$ cat src/rtl/outsel_xbar_decode_pkg.sv
// Shared router definitions for the outSel crossbar decode block: port count,
// index width, flit width, port names and a small multi-hot helper.
package outsel_xbar_decode_pkg;

  localparam int NUM_PORT     = 5;
  localparam int LOG_NUM_PORT = 3;
  localparam int FLIT_W       = 64;

  typedef logic [LOG_NUM_PORT-1:0] port_idx_t;
  typedef logic [NUM_PORT-1:0]     port_vec_t;
  typedef logic [FLIT_W-1:0]       flit_t;

  // Router port names; PORT_L is the MSB lane and therefore the highest priority.
  localparam port_idx_t PORT_N = 3'd0;
  localparam port_idx_t PORT_E = 3'd1;
  localparam port_idx_t PORT_S = 3'd2;
  localparam port_idx_t PORT_W = 3'd3;
  localparam port_idx_t PORT_L = 3'd4;

  // True when two or more bits of v are set.
  function automatic logic multi_hot(port_vec_t v);
    return |(v & (v - port_vec_t'(1)));
  endfunction

endpackage

$ cat src/rtl/outsel_xbar_decode_if.sv
// Crossbar bus: per-lane flits with binary outSel in, per-output flits out.
interface outsel_xbar_decode_if;
  import outsel_xbar_decode_pkg::*;

  logic [NUM_PORT-1:0]              in_valid;
  logic [NUM_PORT*LOG_NUM_PORT-1:0] in_outSel;
  logic [NUM_PORT*FLIT_W-1:0]       in_flit;
  logic [NUM_PORT-1:0]              out_valid;
  logic [NUM_PORT*FLIT_W-1:0]       out_flit;
  logic [NUM_PORT*LOG_NUM_PORT-1:0] out_src;

  modport master (
    output in_valid, in_outSel, in_flit,
    input  out_valid, out_flit, out_src
  );

  modport slave (
    input  in_valid, in_outSel, in_flit,
    output out_valid, out_flit, out_src
  );
endinterface

$ cat src/rtl/outsel_onehot_dec.sv
// One lane's outSel decoder: binary index to one-hot, gated by lane valid.
// Indices past the last port produce no one-hot bit and raise illegal.
module outsel_onehot_dec
  import outsel_xbar_decode_pkg::*;
(
  input  logic      valid,
  input  port_idx_t sel,
  output port_vec_t onehot,
  output logic      illegal
);

  // Decode the index; an invalid lane contributes nothing.
  always_comb begin
    // NOTE: every output gets a default before any conditional logic, so no
    // path leaves a signal unassigned and no latch is inferred.
    onehot  = '0;
    illegal = valid && (sel >= port_idx_t'(NUM_PORT));
    for (int j = 0; j < NUM_PORT; j++) begin
      onehot[j] = valid && (sel == port_idx_t'(j));
    end
  end

endmodule

$ cat src/rtl/outsel_xbar_decode.sv
// Crossbar output stage of the bufferless router: decodes each lane's outSel,
// transposes the grant matrix, picks the highest-index lane per output and
// registers one flit per output port. Conflict/illegal monitors and saturating
// per-output delivered-flit counters are provided for debug.
module outsel_xbar_decode
  import outsel_xbar_decode_pkg::*;
#(
  parameter int CNT_W = 16
) (
  input  logic                 clk,
  input  logic                 reset_n,
  outsel_xbar_decode_if.slave  bus,
  output logic                 conflict,
  output logic                 illegal,
  output logic                 err_sticky,
  input  logic                 err_clr,
  input  port_idx_t            stat_sel,
  output logic [CNT_W-1:0]     stat_cnt
);

  localparam int L = LOG_NUM_PORT;

  port_vec_t                 lane_hot [NUM_PORT];
  port_vec_t                 lane_ill;
  port_vec_t                 grant_vld;
  port_vec_t                 port_conflict;
  logic [NUM_PORT*L-1:0]     grant_src;
  logic [NUM_PORT*FLIT_W-1:0] grant_flit;

  logic [NUM_PORT-1:0]        out_valid_q, out_valid_d;
  logic [NUM_PORT*FLIT_W-1:0] out_flit_q,  out_flit_d;
  logic [NUM_PORT*L-1:0]      out_src_q,   out_src_d;
  logic                       conflict_q,  conflict_d;
  logic                       illegal_q,   illegal_d;
  logic                       err_sticky_q, err_sticky_d;
  logic [CNT_W-1:0]           cnt_q [NUM_PORT];
  logic [CNT_W-1:0]           cnt_d [NUM_PORT];

  for (genvar i = 0; i < NUM_PORT; i++) begin : g_lane
    outsel_onehot_dec u_dec (
      .valid   (bus.in_valid[i]),
      .sel     (bus.in_outSel[i*L +: L]),
      .onehot  (lane_hot[i]),
      .illegal (lane_ill[i])
    );
  end

  for (genvar j = 0; j < NUM_PORT; j++) begin : g_out
    port_vec_t req;
    port_idx_t src;
    flit_t     flit;

    // Column j of the grant matrix; the last requester scanned (highest lane) wins.
    always_comb begin
      req  = '0;
      src  = '0;
      flit = '0;
      for (int i = 0; i < NUM_PORT; i++) begin
        req[i] = lane_hot[i][j];
        if (lane_hot[i][j]) begin
          src  = port_idx_t'(i);
          flit = bus.in_flit[i*FLIT_W +: FLIT_W];
        end
      end
    end

    assign grant_vld[j]                   = |req;
    assign port_conflict[j]               = multi_hot(req);
    assign grant_src[j*L +: L]            = src;
    assign grant_flit[j*FLIT_W +: FLIT_W] = flit;
  end

  // Next output state; idle outputs hold payload and source to avoid toggling.
  always_comb begin
    out_valid_d = grant_vld;
    out_src_d   = out_src_q;
    out_flit_d  = out_flit_q;
    for (int j = 0; j < NUM_PORT; j++) begin
      if (grant_vld[j]) begin
        out_src_d[j*L +: L]            = grant_src[j*L +: L];
        out_flit_d[j*FLIT_W +: FLIT_W] = grant_flit[j*FLIT_W +: FLIT_W];
      end
      cnt_d[j] = (grant_vld[j] && (cnt_q[j] != '1)) ? cnt_q[j] + 1'b1 : cnt_q[j];
    end
    conflict_d = |port_conflict;
    illegal_d  = |lane_ill;
    // A new error outranks a coincident clear.
    if (conflict_d || illegal_d) err_sticky_d = 1'b1;
    else if (err_clr)            err_sticky_d = 1'b0;
    else                         err_sticky_d = err_sticky_q;
  end

  // Output, monitor and counter registers; reset discards in-flight flits.
  always_ff @(posedge clk or negedge reset_n) begin
    if (!reset_n) begin
      out_valid_q  <= '0;
      out_flit_q   <= '0;
      out_src_q    <= '0;
      conflict_q   <= 1'b0;
      illegal_q    <= 1'b0;
      err_sticky_q <= 1'b0;
      for (int j = 0; j < NUM_PORT; j++) cnt_q[j] <= '0;
    end else begin
      // NOTE: sequential state uses non-blocking assignments so every flop
      // samples pre-edge values regardless of statement order.
      out_valid_q  <= out_valid_d;
      out_flit_q   <= out_flit_d;
      out_src_q    <= out_src_d;
      conflict_q   <= conflict_d;
      illegal_q    <= illegal_d;
      err_sticky_q <= err_sticky_d;
      for (int j = 0; j < NUM_PORT; j++) cnt_q[j] <= cnt_d[j];
    end
  end

  // Debug counter read port; out-of-range selects read as zero.
  always_comb begin
    stat_cnt = '0;
    for (int j = 0; j < NUM_PORT; j++) begin
      if (stat_sel == port_idx_t'(j)) stat_cnt = cnt_q[j];
    end
  end

  assign bus.out_valid = out_valid_q;
  assign bus.out_flit  = out_flit_q;
  assign bus.out_src   = out_src_q;
  assign conflict      = conflict_q;
  assign illegal       = illegal_q;
  assign err_sticky    = err_sticky_q;

endmodule

$ cat src/flat_wrapper.sv
// flat-port wrapper written by rule: the top's interface ports become plain ports
module outsel_xbar_decode_flat import outsel_xbar_decode_pkg::*;
#(
  parameter int CNT_W = 16
)
  (clk, reset_n, conflict, illegal, err_sticky, err_clr, stat_sel, stat_cnt, bus_in_valid, bus_in_outSel, bus_in_flit, bus_out_valid, bus_out_flit, bus_out_src);
  outsel_xbar_decode_if bus_i ();
  input  logic clk;
  input  logic reset_n;
  output logic conflict;
  output logic illegal;
  output logic err_sticky;
  input  logic err_clr;
  input  port_idx_t stat_sel;
  output logic [CNT_W-1:0] stat_cnt;
  input wire logic [$bits(bus_i.in_valid)-1:0] bus_in_valid;
  input wire logic [$bits(bus_i.in_outSel)-1:0] bus_in_outSel;
  input wire logic [$bits(bus_i.in_flit)-1:0] bus_in_flit;
  output wire logic [$bits(bus_i.out_valid)-1:0] bus_out_valid;
  output wire logic [$bits(bus_i.out_flit)-1:0] bus_out_flit;
  output wire logic [$bits(bus_i.out_src)-1:0] bus_out_src;
  assign bus_i.in_valid = bus_in_valid;
  assign bus_i.in_outSel = bus_in_outSel;
  assign bus_i.in_flit = bus_in_flit;
  assign bus_out_valid = bus_i.out_valid;
  assign bus_out_flit = bus_i.out_flit;
  assign bus_out_src = bus_i.out_src;
  outsel_xbar_decode #(.CNT_W(CNT_W)) u_core (.clk(clk), .reset_n(reset_n), .bus(bus_i), .conflict(conflict), .illegal(illegal), .err_sticky(err_sticky), .err_clr(err_clr), .stat_sel(stat_sel), .stat_cnt(stat_cnt));
endmodule
$ cat config.mk
export PLATFORM = sky130hd
export DESIGN_NAME = outsel_xbar_decode_flat
export DESIGN_NICKNAME = d
export VERILOG_FILES = /design/src/rtl/outsel_xbar_decode_pkg.sv /design/src/rtl/outsel_xbar_decode_if.sv /design/src/rtl/outsel_onehot_dec.sv /design/src/rtl/outsel_xbar_decode.sv /design/src/flat_wrapper.sv
export SDC_FILE = /design/constraint.sdc
export NUM_CORES = 2
export LEC_CHECK = 0
export ABC_AREA = 0
export CAP_MARGIN = 5
export CORE_MARGIN = 1.5
export CORE_UTILIZATION = 25
export CTS_BUF_LIST = sky130_fd_sc_hd__clkbuf_8
export CTS_CLUSTER_SIZE = 20
export DETAILED_ROUTE_END_ITERATION = 8
export PLACE_DENSITY_LB_ADDON = 0.1
export SYNTH_ARGS = -nofsm -noshare
export SYNTH_HDL_FRONTEND = slang
export SYNTH_SLANG_ARGS = --single-unit
$ cat constraint.sdc
create_clock -name clk -period 4.6 [get_ports clk]
set_input_delay 0.92 -clock clk [delete_from_list [all_inputs] [get_ports clk]]
set_output_delay 0.92 -clock clk [all_outputs]
set_load 0.02 [all_outputs]
* Word level (Yosys, flattened, before mapping)
Index checks and enable logic that the tools add are counted.
** Cells by class
- Add/sub/neg operators :: 10
- Multiply operators :: 0
- Div/mod/pow operators :: 0
- Magnitude comparators :: 5
- Equal/unequal tests :: 29
- Shift-type cells :: 0
- Muxes and demuxes :: 52
- Bitwise logic cells :: 5
- Reduce and logical (&&, ||, !) cells :: 50
** Operators with widths (count)
- 2-to-1 mux 64 bit :: 25
- adder 16 x 1 -> 16 bit, second input constant :: 5
- 2-to-1 mux 16 bit :: 5
- != test 16 bit, second input constant :: 5
- equality test 3 x 2 -> 1 bit, second input constant :: 12
- logical AND 1 bit :: 35
- OR reduction 5 bit :: 6
- bitwise AND 5 bit :: 5
- OR reduction 25 bit :: 1
- subtractor 5 x 1 -> 5 bit, second input constant :: 5
- 2-to-1 mux 2 bit :: 10
- equality test 3 x 1 -> 1 bit, second input constant :: 6
- equality test 3 bit, second input constant :: 6
- logical NOT 3 bit :: 6
- >= comparator 3 bit, second input constant :: 5
- 2-to-1 mux 3 bit :: 5
- 2-to-1 mux 1 bit :: 7
- nonzero test 2 bit :: 1
- logical OR 1 bit :: 1
** Word-level totals
- Register bits after elaboration :: 423
- Latch bits :: 0
- RAM bits :: 0
- Memory bits (read-only) :: 0
- Input port bits :: 346
- Output and inout port bits :: 359
- Word-level logic and storage cells :: 170
- Memories kept :: 0

* Depth between registers and ports, before layout
- Depth in word-level cells :: 7
- Gate-level depth with buffers :: 10
- Mapped depth without buffers :: 6

* Modules after synthesis
A second synthesis with hierarchy kept.
** Second synthesis, totals
- Cells, all modules :: 3393
- Area total of the unflattened synthesis :: 28553.6 um^2
** By module, submodules not included
- outsel_xbar_decode :: times used 1, cells an instance 3363, area an instance 28190.8 um^2, sequential area each 10585.2 um^2
- outsel_onehot_dec :: times used 5, cells an instance 6, area an instance 72.6 um^2, sequential area each 0.0 um^2

* Least setup slack after synthesis
Ideal clock, no wire load.
- Kind :: input-to-output
- From :: input stat_sel[0]
- To :: output stat_cnt[10]
- Arrival time :: 2304 ps
- Required time :: 3680 ps
- Path slack :: 1376 ps
- Cell stages on the path :: 6
- Buffers on the path :: 2
- Cell sequence :: clkbuf_1 > buf_1 > mux2i_1 > nor2_1 > a21oi_1 > o22ai_1
** On the way
- Longest elaborated chain between the ends :: 6
- Elaborated cells between the ends (all ways) :: 10
- Classes of those cells :: eq/ne (4); mux (5); reduce/logical (1)
** Ends and longest elaborated chain
- start: declaration :: line flat_wrapper.sv:14 : input port_idx_t stat_sel;
- logical NOT 3 bit :: line outsel_xbar_decode.sv:120 : if (stat_sel == port_idx_t'(j)) stat_cnt = cnt_q[j];
- 2-to-1 mux 16 bit (4 in series) :: line outsel_xbar_decode.sv:120
- 2-to-1 mux 16 bit * :: line outsel_xbar_decode.sv:120
- end: declaration :: line flat_wrapper.sv:15 : output logic [CNT_W-1:0] stat_cnt;
Mark *: on every way between the ends. The rest lies on a longest branch, timed or not.

* Worst setup path after layout
- From :: input stat_sel[0]
- To :: output stat_cnt[9]
The elaborated chain is that of the path after synthesis.

==> impl_metrics.yaml <==
detailed_routing:
  wl_per_cell_um: 34.6
  drt-initial-drc-count: 3844
  first_pass_iters: 6
  final_antenna_net_count: 0
  wl_um: 174000
  vias: 31096
  drc: 0
  via_per_inst: 6.17
die:
  initial_utilization: 0.253
  fp.dieH_um: 328
  ioPinCount: 705
  core_area_um2: 104000
  fp-row-count: 118
  die_w_um: 328
  die_area_um2: 107000
timing:
  worst_clock_skew_ns: 0.0339
  rsz0062_at_grt: "no"
  worst_pin_slew_ns: 1.18
  drv_slew: 0
  setup_viol: 0
  period_needed_ns: 3.97
  tns_ns: 0
  fin_ws_ns: 0.627
  slew_headroom: 0.211
  hold_viol: 0
  max_freq_mhz: 252
  fin_crit_sh: 0.864
final_layout:
  utilization: 0.357
  num-fill-cells: 10827
  ff_latch_area_um2: 10600
  syn_to_final_growth_pct: 40.8
  multi_input_area_um2: 14700
  finalNetCount: 3930
  drive_above_1_share: 0.0772
  instances_no_fill: 5040
clock_network:
  cts_tree: "done"
  path_clk_slew_ns: 0.06
  clk_latency_ns: 0.77
  cts-resized-gates: 0
  holdBufCountCts: 0
  htreeDepth: 3
  numCtsBuffers: 91
  cts.sinks: 423
  cts_buffer_depth: 3
  cts_setup_buffers: 0
  cts-root-buf: "clkbuf_8"
power:
  p_int_uw: 8980
  sw_frac_of_total: 0.384
  p_comb_frac: 0.351
  leakagePower_uw: 0.0143
  p_sw_uw: 5600
  irDropWorstVdd_v: 0.000245
  cellPowerDensity_nw_per_um2: 393
  pwr-share-clk: 0.285
  pwr-share-seq: 0.363
  p_total_uw: 14600
global_routing:
  grtUsageTotal: 0.313
  antenna_found_initial: 28
  grt_overflow: 0
  grt_start_max_net_pins: 117
  first_global_vias: 30162
  grt_pass1_wl_um: 242000
place:
  place_inst: 4866
  pre_cts_ws_ns: 0.680
  io_buffers: 704
  gp_congestion: 0.843
  hpwl_um: 105000
worst_setup_path:
  r2r-end: "u_core.cnt_q[17]"
  crit_fanout: 28
  worstSetupEndpointType: "output pin"
  r2r_cells: 5
  r2r-start: "u_core.cnt_q[16]"
  critPathKind: "input pin to output pin"
  critPathLaunchType: "input pin"
  reg2reg_slack_ns: 2.37
  crit_required_ns: 3.68
  cp.arrival_ns: 3.05
worst_hold_path:
  holdCritPathClass: "input pin to asynchronous set/reset pin"
status:
  status: "complete, no violations"
yosys:
  syn_nets: 3357
  syn-cell-area_um2: 26400
  ys_types: 67
  ys.flop_type: "dfrtp_1"
  synth.avg_cell_area_um2: 8.77
  ys_seq_area_frac: 0.401
  ys_ff_latch: 423
  synthCells: 3006
  yosys_warnings: 0
  synthArstFlopShare: 1.00
  synth_edf_count: 0
job:
  drv_cap: 0
==> synthesized netlist by cell type, types with 5 or more instances <==
master	count	share of area
nor3_1	25	0.0047
nand2_1	142	0.020
nor4_1	6	0.0014
a22oi_1	84	0.024
o22ai_1	143	0.034
nand3_1	33	0.0063
and2_1	5	0.0012
inv_1	11	0.0016
xor2_1	19	0.0063
nand4bb_1	11	0.0047
buf_2	59	0.011
a2bb2oi_1	6	0.0020
and4_1	10	0.0033
xnor2_1	53	0.018
o211ai_1	89	0.025
nor2_1	292	0.042
a31oi_1	83	0.020
buf_1	28	0.0040
o21ai_0	333	0.063
and3_1	19	0.0045
a221o_1	187	0.071
a221oi_1	64	0.021
ha_1	5	0.0024
o31a_1	52	0.017
mux2i_1	85	0.032
nand4_1	25	0.0059
clkbuf_1	247	0.035
a21oi_1	278	0.053
dfrtp_1	423	0.40
a211oi_1	75	0.021
a222oi_1	44	0.017
nor2b_1	6	0.0014
==> cells by family after synthesis <==
logic type | synth area share
AOI/OAI and AO/OA | 0.375
xor gates and xnor gates | 0.0239
adders and majority gates | 0.00313
buffers and inverters | 0.0522
DFF | 0.401
muxes | 0.0340
and+or+nand+nor | 0.111
==> layout by cell type (no fill, tap or decap), drive strengths merged, types with 111 or more instances in the layout <==
master / synthesis / layout
clkdlybuf4s50: 0 / 703
dfrtp: 423 / 423
o21ai: 335 / 335
nor2: 293 / 293
a21oi: 278 / 278
a221o: 187 / 187
o22ai: 143 / 143
nand2: 142 / 142
clkbuf: 247 / 111
buf: 87 / 111
==> registers in the layout (all words and copies together) (netlist names) <==
register / flops
u_core.bus.out_valid: 5
u_core.bus.out_flit: 320
u_core.conflict: 1
u_core.cnt_q: 80
u_core.illegal: 1
u_core.bus.out_src: 15
u_core.err_sticky: 1
==> worst max-delay path by stage <==
stage | from | end | slack (ns) | depth (start not counted)
after CTS | stat_sel[0] | stat_cnt[9] | 0.67 | 7
after detailed placement | stat_sel[1] | stat_cnt[0] | 0.68 | 6
after global placement | stat_sel[1] | stat_cnt[0] | 0.66 | 6
final | stat_sel[0] | stat_cnt[9] | 0.63 | 7
after global routing | stat_sel[1] | stat_cnt[0] | 0.54 | 6
after floorplan | stat_sel[0] | stat_cnt[10] | 1.38 | 6
==> power groups by stage <==
stage / sequential, µW / combinational, µW / clock [µW]
2_1_floorplan: 5820 / 1580 / 0
3_3_place_gp: 5370 / 5090 / 0
3_5_place_dp: 5340 / 5100 / 0
4_1_cts: 5290 / 5120 / 4240
5_1_grt: 5380 / 5410 / 4400
6_report: 5300 / 5120 / 4160
==> through the flow <==
stage                     hold slack [ns]  cell area, µm²
final                               0.206           37100
after global routing                0.214           37100
after CTS                           0.197           37100
after detailed placement            0.472           35400
after global placement              0.465           35400
after floorplan                     0.455           26400
==> worst max-delay path, stage by stage <==
cell	delay, ns
clkdlybuf4s50_1	0.54
buf_4	0.36
mux2i_1	0.13
nor2_1	0.11
a21oi_1	0.05
o22ai_1	0.26
clkdlybuf4s50_1	0.67
==> final cells by class <==
class	count	area share
timing repair buffer	814	0.223
inverter	13	0.00138
antenna	22	0.00148
sequential	423	0.285
tap	1380	0.0465
clock inverter	41	0.00526
clock buffer	111	0.0411
multi-input combinational	2236	0.396
==> routing by layer <==
metal / vias to the layer above / share of wire / track usage
met1: 15632 / 0.42 / 0.426
li1: 13008 / - / -
met2: 2021 / 0.45 / 0.473
met3: 423 / 0.094 / 0.0704
met4: 12 / 0.040 / 0.132
met5: - / 0.00038 / 0
(Power assumes the default switching activity.)
